<file path="config.mk">
export PLATFORM = sky130hd
export DESIGN_NAME = fp32_subtractor
export DESIGN_NICKNAME = d
export VERILOG_FILES = /design/src/rtl/fp32_pkg.sv /design/src/rtl/fp_lzc.sv /design/src/rtl/fp32_subtractor.sv
export SDC_FILE = /design/constraint.sdc
export NUM_CORES = 1
export LEC_CHECK = 0
export CORE_MARGIN = 2
export CORE_UTILIZATION = 55
export CTS_BUF_LIST = sky130_fd_sc_hd__clkbuf_4 sky130_fd_sc_hd__clkbuf_8 sky130_fd_sc_hd__clkbuf_16
export CTS_CLUSTER_DIAMETER = 60
export DETAILED_ROUTE_END_ITERATION = 10
export PLACE_DENSITY = 0.78
export RECOVER_POWER = 50
export SLEW_MARGIN = 20
export SYNTH_ARGS = -nofsm -noshare
export SYNTH_HDL_FRONTEND = slang
export SYNTH_SLANG_ARGS = --single-unit
</file>
<file path="constraint.sdc">
create_clock -name clk -period 8.34 [get_ports clk]
set_input_delay 1.251 -clock clk [delete_from_list [all_inputs] [get_ports clk]]
set_output_delay 1.251 -clock clk [all_outputs]
set_load 0.05 [all_outputs]
</file>
<file path="src/rtl/fp32_pkg.sv">
// fp32_pkg: shared types and constants for the fp32 subtractor
package fp32_pkg;
  typedef struct packed {
    logic        sign;
    logic [7:0]  exp;
    logic [22:0] man;
  } fp32_t;
  typedef enum logic [2:0] {IDLE, ALIGN, ADD, NORM, ROUND, DONE} state_e;
  localparam int BIAS = 127;
  localparam int EXP_MAX = 255;
  localparam logic [31:0] QNAN = 32'h7FC00000;
  localparam logic [31:0] POS_INF = 32'h7F800000;
  localparam int EXT_W = 27;
endpackage

</file>
<file path="src/rtl/fp_lzc.sv">
// fp_lzc: leading-zero count of a 28-bit value plus all-zero indication
module fp_lzc (
  input  logic [27:0] value,
  output logic [4:0]  cnt,
  output logic        all_zero
);
  always_comb begin
    cnt = 5'd0;
    for (int i = 0; i < 28; i++) cnt = value[i] ? 5'(27 - i) : cnt;
  end
  assign all_zero = ~|value;
endmodule

</file>
<file path="src/rtl/fp32_subtractor.sv">
// fp32_subtractor: multi-cycle IEEE-754 binary32 a - b with round-to-nearest-even behind valid/ready
module fp32_subtractor
  import fp32_pkg::*;
#(
  parameter int EXP_W = 8,
  parameter int MAN_W = 23
) (
  input  logic                   clk,
  input  logic                   rst,
  input  logic                   in_valid,
  output logic                   in_ready,
  input  logic [EXP_W+MAN_W:0]   a,
  input  logic [EXP_W+MAN_W:0]   b,
  output logic                   out_valid,
  input  logic                   out_ready,
  output logic [EXP_W+MAN_W:0]   result,
  output logic                   flag_inv,
  output logic                   flag_ovf
);
  state_e state, state_d;
  fp32_t ra, rb;
  logic sx, sy, spec, spec_inv, sign_n, uf_n;
  logic [31:0] spec_res;
  logic [7:0] ex, d;
  logic [EXT_W-1:0] mx, my, mn, ext_y, sh_y;
  logic [EXT_W:0] sum;
  logic signed [9:0] en, e_norm, e_r;
  logic a_nan, b_nan, a_inf, b_inf, inv, swap, sticky, all_zero, inc, zero, ovf;
  logic [23:0] sig_a, sig_b, sig_y, m_r;
  logic [4:0] lz;
  always_ff @(posedge clk) state <= rst ? IDLE : state_d;
  always_comb begin
    state_d = state == IDLE ? (in_valid ? ALIGN : IDLE) :
              state == DONE ? (out_ready ? IDLE : DONE) : state_e'(state + 3'd1);
  end
  assign in_ready = (state == IDLE) & ~rst;
  assign out_valid = state == DONE;
  assign a_nan = &ra.exp & |ra.man;
  assign b_nan = &rb.exp & |rb.man;
  assign a_inf = &ra.exp & ~|ra.man;
  assign b_inf = &rb.exp & ~|rb.man;
  assign inv = a_nan | b_nan | (a_inf & b_inf & (ra.sign ^ rb.sign));
  assign sig_a = {|ra.exp, ra.man & {23{|ra.exp}}};
  assign sig_b = {|rb.exp, rb.man & {23{|rb.exp}}};
  assign swap = {rb.exp, sig_b[22:0]} > {ra.exp, sig_a[22:0]};
  assign d = swap ? rb.exp - ra.exp : ra.exp - rb.exp;
  assign sig_y = swap ? sig_a : sig_b;
  assign ext_y = {sig_y, 3'b000};
  assign sh_y = d >= 8'(EXT_W) ? '0 : ext_y >> d;
  assign sticky = d >= 8'(EXT_W) ? |sig_y : (sh_y << d) != ext_y;
  fp_lzc lzc (.value(sum), .cnt(lz), .all_zero(all_zero));
  // sum[27] is the carry slot, so a normalised value has lz == 1 and keeps ex
  assign e_norm = sum[EXT_W] ? $signed({2'b00, ex}) + 10'sd1 :
                  $signed({2'b00, ex}) + 10'sd1 - $signed({5'b00000, lz});
  assign inc = mn[2] & (mn[1] | mn[0] | mn[3]);
  assign m_r = {1'b0, mn[25:3]} + {23'd0, inc};
  assign e_r = en + $signed({9'd0, m_r[23]});
  // mn[26] is the hidden bit; it is clear only when the difference was exactly zero
  assign zero = ~mn[26] | uf_n;
  assign ovf = e_r >= 10'(EXP_MAX);
  always_ff @(posedge clk) begin
    if (state == IDLE && in_valid) begin
      ra <= a;
      rb <= {~b[31], b[30:0]};
    end
    if (state == ALIGN) begin
      sx <= swap ? rb.sign : ra.sign;
      sy <= swap ? ra.sign : rb.sign;
      ex <= swap ? rb.exp : ra.exp;
      mx <= {swap ? sig_b : sig_a, 3'b000};
      my <= {sh_y[EXT_W-1:1], sh_y[0] | sticky};
      spec <= a_nan | b_nan | a_inf | b_inf;
      spec_inv <= inv;
      spec_res <= inv ? QNAN : a_inf ? ra : {rb.sign, POS_INF[30:0]};
    end
    if (state == ADD) sum <= sx == sy ? {1'b0, mx} + {1'b0, my} : {1'b0, mx} - {1'b0, my};
    if (state == NORM) begin
      mn <= sum[EXT_W] ? {sum[EXT_W:2], sum[1] | sum[0]} : sum[EXT_W-1:0] << (lz - 5'd1);
      en <= e_norm;
      uf_n <= e_norm <= 10'sd0;
      sign_n <= all_zero ? sx & sy : sx;
    end
  end
  always_ff @(posedge clk) begin
    if (rst) begin
      result <= '0;
      flag_inv <= 1'b0;
      flag_ovf <= 1'b0;
    end else if (state == ROUND) begin
      result <= spec ? spec_res : zero ? {sign_n, 31'd0} :
                ovf ? {sign_n, POS_INF[30:0]} : {sign_n, e_r[7:0], m_r[22:0]};
      flag_inv <= spec_inv;
      flag_ovf <= ~spec & ~zero & ovf;
    end
  end
endmodule

</file>
==> run metrics, run 1 <==
outcome finished, violations left; Placed Area ~22000 um^2; cells after synthesis 2260; postcts setup bufs 0; crit-path cells or4_1, or2_1, nand2_1, inv_1, ha_1, and4_1, and2_1, nand4_1, nor4_1, a21o_2, mux2i_4, buf_4, nand2_1, o21ai_0, a211oi_2, buf_4, o22ai_1, nand2_1, o21ai_0, a31oi_1, nor4_1, nand4_1, o31a_1; M1 GR Usage 52.5%; clk_skew 0.0234 ns; Initial Util 55.5%; CP Capture Type flip-flop; worst slew pin tran 3.69 ns; CTS tree done; CTS Hold Bufs 0; critical path's most frequent cell nand2_1; Final Hold Viols 0; setup violators final 0; setup_tns 0 ns; Overflow after GRT 0; Die Y 196 um; post-route antenna net violation count 0; # rows 70; slowest cell on the critical path or4_1; GRT Max-Usage Layer met2; max_slew headroom -146%; WL final 73400 um; final net count 2507; WP data required 8.67 ns; Worst Reg-to-Reg Cells 23; pin count of the biggest net entering global routing 69; max_cap viols 8; post-CTS resize count 0; Post-Layout Inst Area 22900 um^2; Worst-Skew Late Latency 0.58 ns; Ports 104; vias per inst ~6.7; htree depth 1; routed vias 19100; ratio of cells with drive above 1 in the final layout under 10%; synthesized cell area 20200 um^2; arrival time at the worst endpoint 8.09 ns; failing checks max-capacitance violations, max-slew violations; dominant synthesized flop cell edfxtp_1; met3 GRT Util 6.34%; Root Driver clkbuf_16; vias in the first global route 18000; Max VDD drop 0.169 mV; post-route minimum period 7.76 ns; crit path kind reg2reg; power per cell area 216 nW/um^2; core area 36300 um^2; Slew Limit Fails around 360; Tightest Hold Check Type reg2reg; CTS clk-pin slew, worst paths 0.06 ns; Inserted Clock Buffers 31; hpwl dp around 57000 um; total track usage 38.1%; Initial DRT Pass Iterations 6; port bufs 103; Worst setup SP type flip-flop; Syn. warnings 0; Final Cycle Share 93.0%; Hold Path Depth 2; Critical Path Max Stage Delay a little over 0.7 ns; Post-synth ARST share 0%; initial antenna violation count 6; drt wl/cell 25.9 um; leakage 8.38 nW; Hold Slack between 0.4 and 0.5 ns; f_max 129 MHz; sequential element share of the synthesized area 37.3%; Max FO, Critical Path 24; met2 Use GR 59.9%; gpl congestion between 1 and 1.5; Synth cell types 99; clk sinks 263; synth-to-layout area growth 13.5%; global-route wire length before repair 111000 um; RSZ-0062 raised after global routing no; drt drc 0; Yosys reg bits 263; Die X just under 200 um; mean area per synthesized cell 8.93 um^2; Core Util, Final 63.1%; Max clock buf depth 3; Post-synth EDFFs 226; initial DRC count between 2000 and 2500; Die Area 38300 um^2
==> sequential cells by signal, summed over array words and instances, names as in the netlist <==
register and cells:
spec_res 32, result 32, flag_inv 1, mn 27, sign_n 1, sum 28, spec_inv 1, sy 1
rb 32, en 10, flag_ovf 1, ex 8, my 27, sx 1, uf_n 1, state 3
spec 1, mx 24, ra 32
==> stage by stage <==
step,total power [mW],setup WS (ns),std cells
floorplan,2.90,0.489,2288
global placement,3.55,0.835,2777
detailed placement,3.55,0.808,2777
CTS,4.90,0.813,2834
global route,5.14,0.0941,2834
finish,4.96,0.580,2837
==> routing by layer <==
| metal | vias up | wire length [um] |
|---|---|---|
| met5 | - | 64 |
| met4 | 8 | 3320 |
| met3 | 199 | 7010 |
| met2 | 1143 | 33100 |
| met1 | 9146 | 29900 |
| li1 | 8607 | - |
==> placed cells by master (no fill, tap or decap), types with 43 or more instances in the layout <==
cell / n
xnor2_1: 59
nor3_1: 63
ha_1: 92
a21oi_1: 147
nor2_1: 225
edfxtp_1: 226
buf_4: 59
dlygate4sd3_1: 66
mux2i_1: 74
a31oi_1: 43
inv_1: 110
nand2_1: 223
nand3_1: 79
o21ai_0: 181
==> synthesized netlist by cell type (28+ instances only) <==
master	n	share of area, %
xnor2_1	59	2.6
nand4_1	32	0.99
xor2_1	28	1.2
nand3_1	79	2.0
mux2i_1	77	3.8
a21oi_1	147	3.6
edfxtp_1	226	34
dfxtp_1	37	3.7
nor3_1	65	1.6
clkbuf_1	108	2.0
mux4_2	30	3.3
nor2_1	225	4.2
inv_1	110	2.0
a31oi_1	43	1.3
nand2_1	223	4.1
ha_1	93	5.8
o21ai_0	181	4.5
==> worst max-delay path: cells and delay by family (launching register included) <==
kind | cells | cell delay, ns
AO/OA/AOI/OAI | 7 | 1.91
adder cells (fa/ha/maj) | 1 | 0.30
buffers and inverters | 3 | 0.69
flip-flops | 1 | 0.45
multiplexers | 1 | 0.65
AND/OR/NAND/NOR | 11 | 3.48
==> final cells by class <==
type / instances / area, um^2
Sequential cell: 263 / 7530
Timing Repair Buffer: 172 / 1540
Inverter: 110 / 413
Tap cell: 468 / 586
Fill cell: 3024 / 13400
Clock inverter: 11 / 123
Antenna cell: 3 / 7.51
Clock buffer: 46 / 925
Multi-Input combinational cell: 1764 / 11800
==> kinds of logic (layout without fill, tap and decap cells) <==
kind of cell / count (synthesis) / count (layout) / share of synthesized area [%]
simple gates: 762 / 762 / 17.5
compound gates: 653 / 653 / 21.3
flops: 263 / 263 / 37.3
buf+inv: 261 / 339 / 5.19
mux: 133 / 133 / 8.68
fa+ha+maj: 99 / 99 / 6.27
xor+xnor: 87 / 87 / 3.77
other cells: 2 / 33 / 0.0372
==> power breakdown <==
group | switching, mW | internal, mW
combinational | 1.32 | 0.651
sequential | 0.0862 | 1.56
clock | 0.545 | 0.807
total | 1.95 | 3.01
==> path summary, 6_finish.rpt <==
path	slack, ns	to	from
min	0.46	flag_ovf	flag_ovf
max	0.58	my[0]	rb[27]
min reg2reg	0.46	flag_ovf	flag_ovf
max reg2reg	0.58	my[0]	rb[27]
Power figures use the tool's default switching activity.
==> run 2: changes to the inputs <==
--- a/config.mk
+++ b/config.mk
@@ -12,6 +12,7 @@
 export DETAILED_ROUTE_END_ITERATION = 10
 export PLACE_DENSITY = 0.78
 export RECOVER_POWER = 50
+export SKIP_LAST_GASP = 1
 export SLEW_MARGIN = 20
 export SYNTH_ARGS = -nofsm -noshare
 export SYNTH_HDL_FRONTEND = slang
==> results of run 2 <==
Same layout as run 1: the final DEF is identical, and so are final timing and power.
==> run 3: changes to the inputs <==
==> constraint.sdc (replaced) <==
create_clock -name clk -period 8.34 [get_ports clk]
set_input_delay 1.668 -clock clk [delete_from_list [all_inputs] [get_ports clk]]
set_output_delay 1.668 -clock clk [all_outputs]
set_load 0.05 [all_outputs]
==> run metrics, run 3 (synthesis gave the netlist of run 1 again) <==
crit-path cells or4_1, or2_1, nand2_1, inv_1, ha_1, and4_1, and2_1, nand4_1, nor4_1, a21o_2, mux2i_4, buf_4, nand2_1, o21ai_0, a211oi_2, mux2i_1, mux2i_1, o221ai_1, o2111ai_1, nor4_1, nand4_1, o31a_1; post-CTS resize count 0 (unchanged); clk_skew 0.0241 ns (+0.000635 ns); Root Driver clkbuf_16; Max VDD drop 0.168 mV (-0.41%); total power 4.97 mW (about the same); crit path kind reg2reg; Worst-Skew Late Latency 0.58 ns (about the same); # rows 70 (unchanged); core area 36300 um^2 (unchanged); port bufs 103 (unchanged); worst slew pin tran 3.69 ns (+0.00623 ns); gpl congestion 1.05 (unchanged); placed cell count 2777 (unchanged); setup_tns 0 ns (unchanged); Critical Path Max Stage Delay 0.71 ns (about the same); Inserted Clock Buffers 31 (unchanged); power per cell area 217 nW/um^2 (about the same); clk sinks 263 (unchanged); CTS clk-pin slew, worst paths 0.06 ns (about the same); CTS Hold Bufs 0 (unchanged); Initial Util 55.5% (unchanged); outcome finished, violations left; Initial DRT Pass Iterations 6 (unchanged); CP Capture Type flip-flop; RSZ-0062 raised after global routing no; Core Util, Final 63.1% (about the same); initial antenna violation count 6 (unchanged); global-route wire length before repair 111000 um (unchanged); post-route antenna net violation count 0 (unchanged); initial DRC count 2511 (+2.1%); WP data required 8.67 ns (about the same); Max clock buf depth 3 (unchanged); Crit path max-delay family simple AND/OR/NAND/NOR gates; Overflow after GRT 0 (unchanged); Worst setup SP type flip-flop; postcts setup bufs 0 (unchanged); critical path buffer and inverter count 2 (-1); arrival time at the worst endpoint 8.09 ns (about the same); synth-to-layout area growth 13.6% (about the same); max_slew headroom -146% (-0.42 points); routed vias 19200 (+0.28%); failing checks max-capacitance violations, max-slew violations; hpwl dp 56900 um (unchanged); f_max 129 MHz (about the same); pin count of the biggest net entering global routing 69 (unchanged); WL final 73500 um (about the same); htree depth 1 (unchanged); Die Area 38300 um^2 (unchanged); final net count 2507 (unchanged); most frequent cells in the layout edfxtp_1 (226), nor2_1 (225), nand2_1 (223), o21ai_0 (181), a21oi_1 (147); slowest cell on the critical path or4_1; max_cap viols 7 (-1); vias in the first global route 18000 (unchanged); Final Hold Viols 0 (unchanged); drt wl/cell 25.9 um (about the same); Die Y 196 um (unchanged); setup violators final 0 (unchanged); CTS tree done; Die X 196 um (unchanged); Max FO, Critical Path 24 (unchanged); total track usage 38.1% (unchanged); Ports 104 (unchanged); Final Cycle Share 93.1% (about the same); Tightest Hold Check Type reg2reg; commonest non-fill, non-tap cell in the layout edfxtp_1; fin cells 2838 (+0.035%); Slew Limit Fails 291 (-18%); drt drc 0 (unchanged); leakage 8.39 nW (+0.14%); ratio of cells with drive above 1 in the final layout 9.30% (+0.085 points); vias per inst 6.75 (+0.25%); post-route minimum period 7.76 ns (+0.00132 ns)
==> run 3: changes by cell type in the layout (fill, tap and decap cells not counted) <==
cell             delta
buf_4               +1
clkbuf_1            -1
clkdlybuf4s50_1     +1
diode_2             +1
dlygate4sd3_1       -1
nor4b_1             -1
nor4b_4             +1
==> run 3: worst reg2reg max path, stage by stage (launching register included) <==
cell and delay [ns]:
edfxtp_1 0.45, or4_1 0.71, or2_1 0.62, nand2_1 0.29
inv_1 0.08, ha_1 0.30, and4_1 0.24, and2_1 0.17
nand4_1 0.14, nor4_1 0.57, a21o_2 0.36, mux2i_4 0.65
buf_4 0.43, nand2_1 0.27, o21ai_0 0.41, a211oi_2 0.18
mux2i_1 0.25, mux2i_1 0.22, o221ai_1 0.23, o2111ai_1 0.18
nor4_1 0.33, nand4_1 0.16, o31a_1 0.30
==> run 3: metrics by stage <==
step / worst slack (ns) / hold WS (ns) / cell area [um^2]
floorplan: 0.489 / 0.471 / 20300
global placement: 0.835 / 0.443 / 21900
detailed placement: 0.808 / 0.451 / 21900
CTS: 0.813 / 0.459 / 23000
global route: 0.0941 / 0.495 / 22900
finish: 0.579 / 0.456 / 22900
==> run 3: where the power goes <==
part / switching, mW / internal, mW / total [mW]
registers: 0.0862 / 1.55 / 1.64
clock network: 0.545 / 0.807 / 1.35
logic: 1.32 / 0.652 / 1.98
total: 1.95 / 3.01 / 4.97
==> run 3: final timing paths <==
check	endpoint	start	slack, ns	depth (start not counted)
max	my[0]	rb[27]	0.58	22
min	flag_ovf	flag_ovf	0.46	2
max reg2reg	my[0]	rb[27]	0.58	22
min reg2reg	flag_ovf	flag_ovf	0.46	2
==> run 3: layer usage <==
layer | GRT usage, % | part of all wire [%] | vias to the layer above
met1 | 52.5 | 41 | 9146
li1 | - | - | 8606
met5 | 0 | 0.068 | -
met4 | 15.5 | 4.7 | 6
met3 | 6.34 | 9.7 | 198
met2 | 59.9 | 45 | 1201
==> run 3: layout make-up <==
class	instances	area (um^2)
Multi-Input combinational cell	1764	11800
Clock buffer	46	925
Antenna cell	4	10.0
Tap cell	468	586
Clock inverter	11	123
Timing Repair Buffer	172	1550
Fill cell	3021	13400
Sequential cell	263	7530
Inverter	110	413
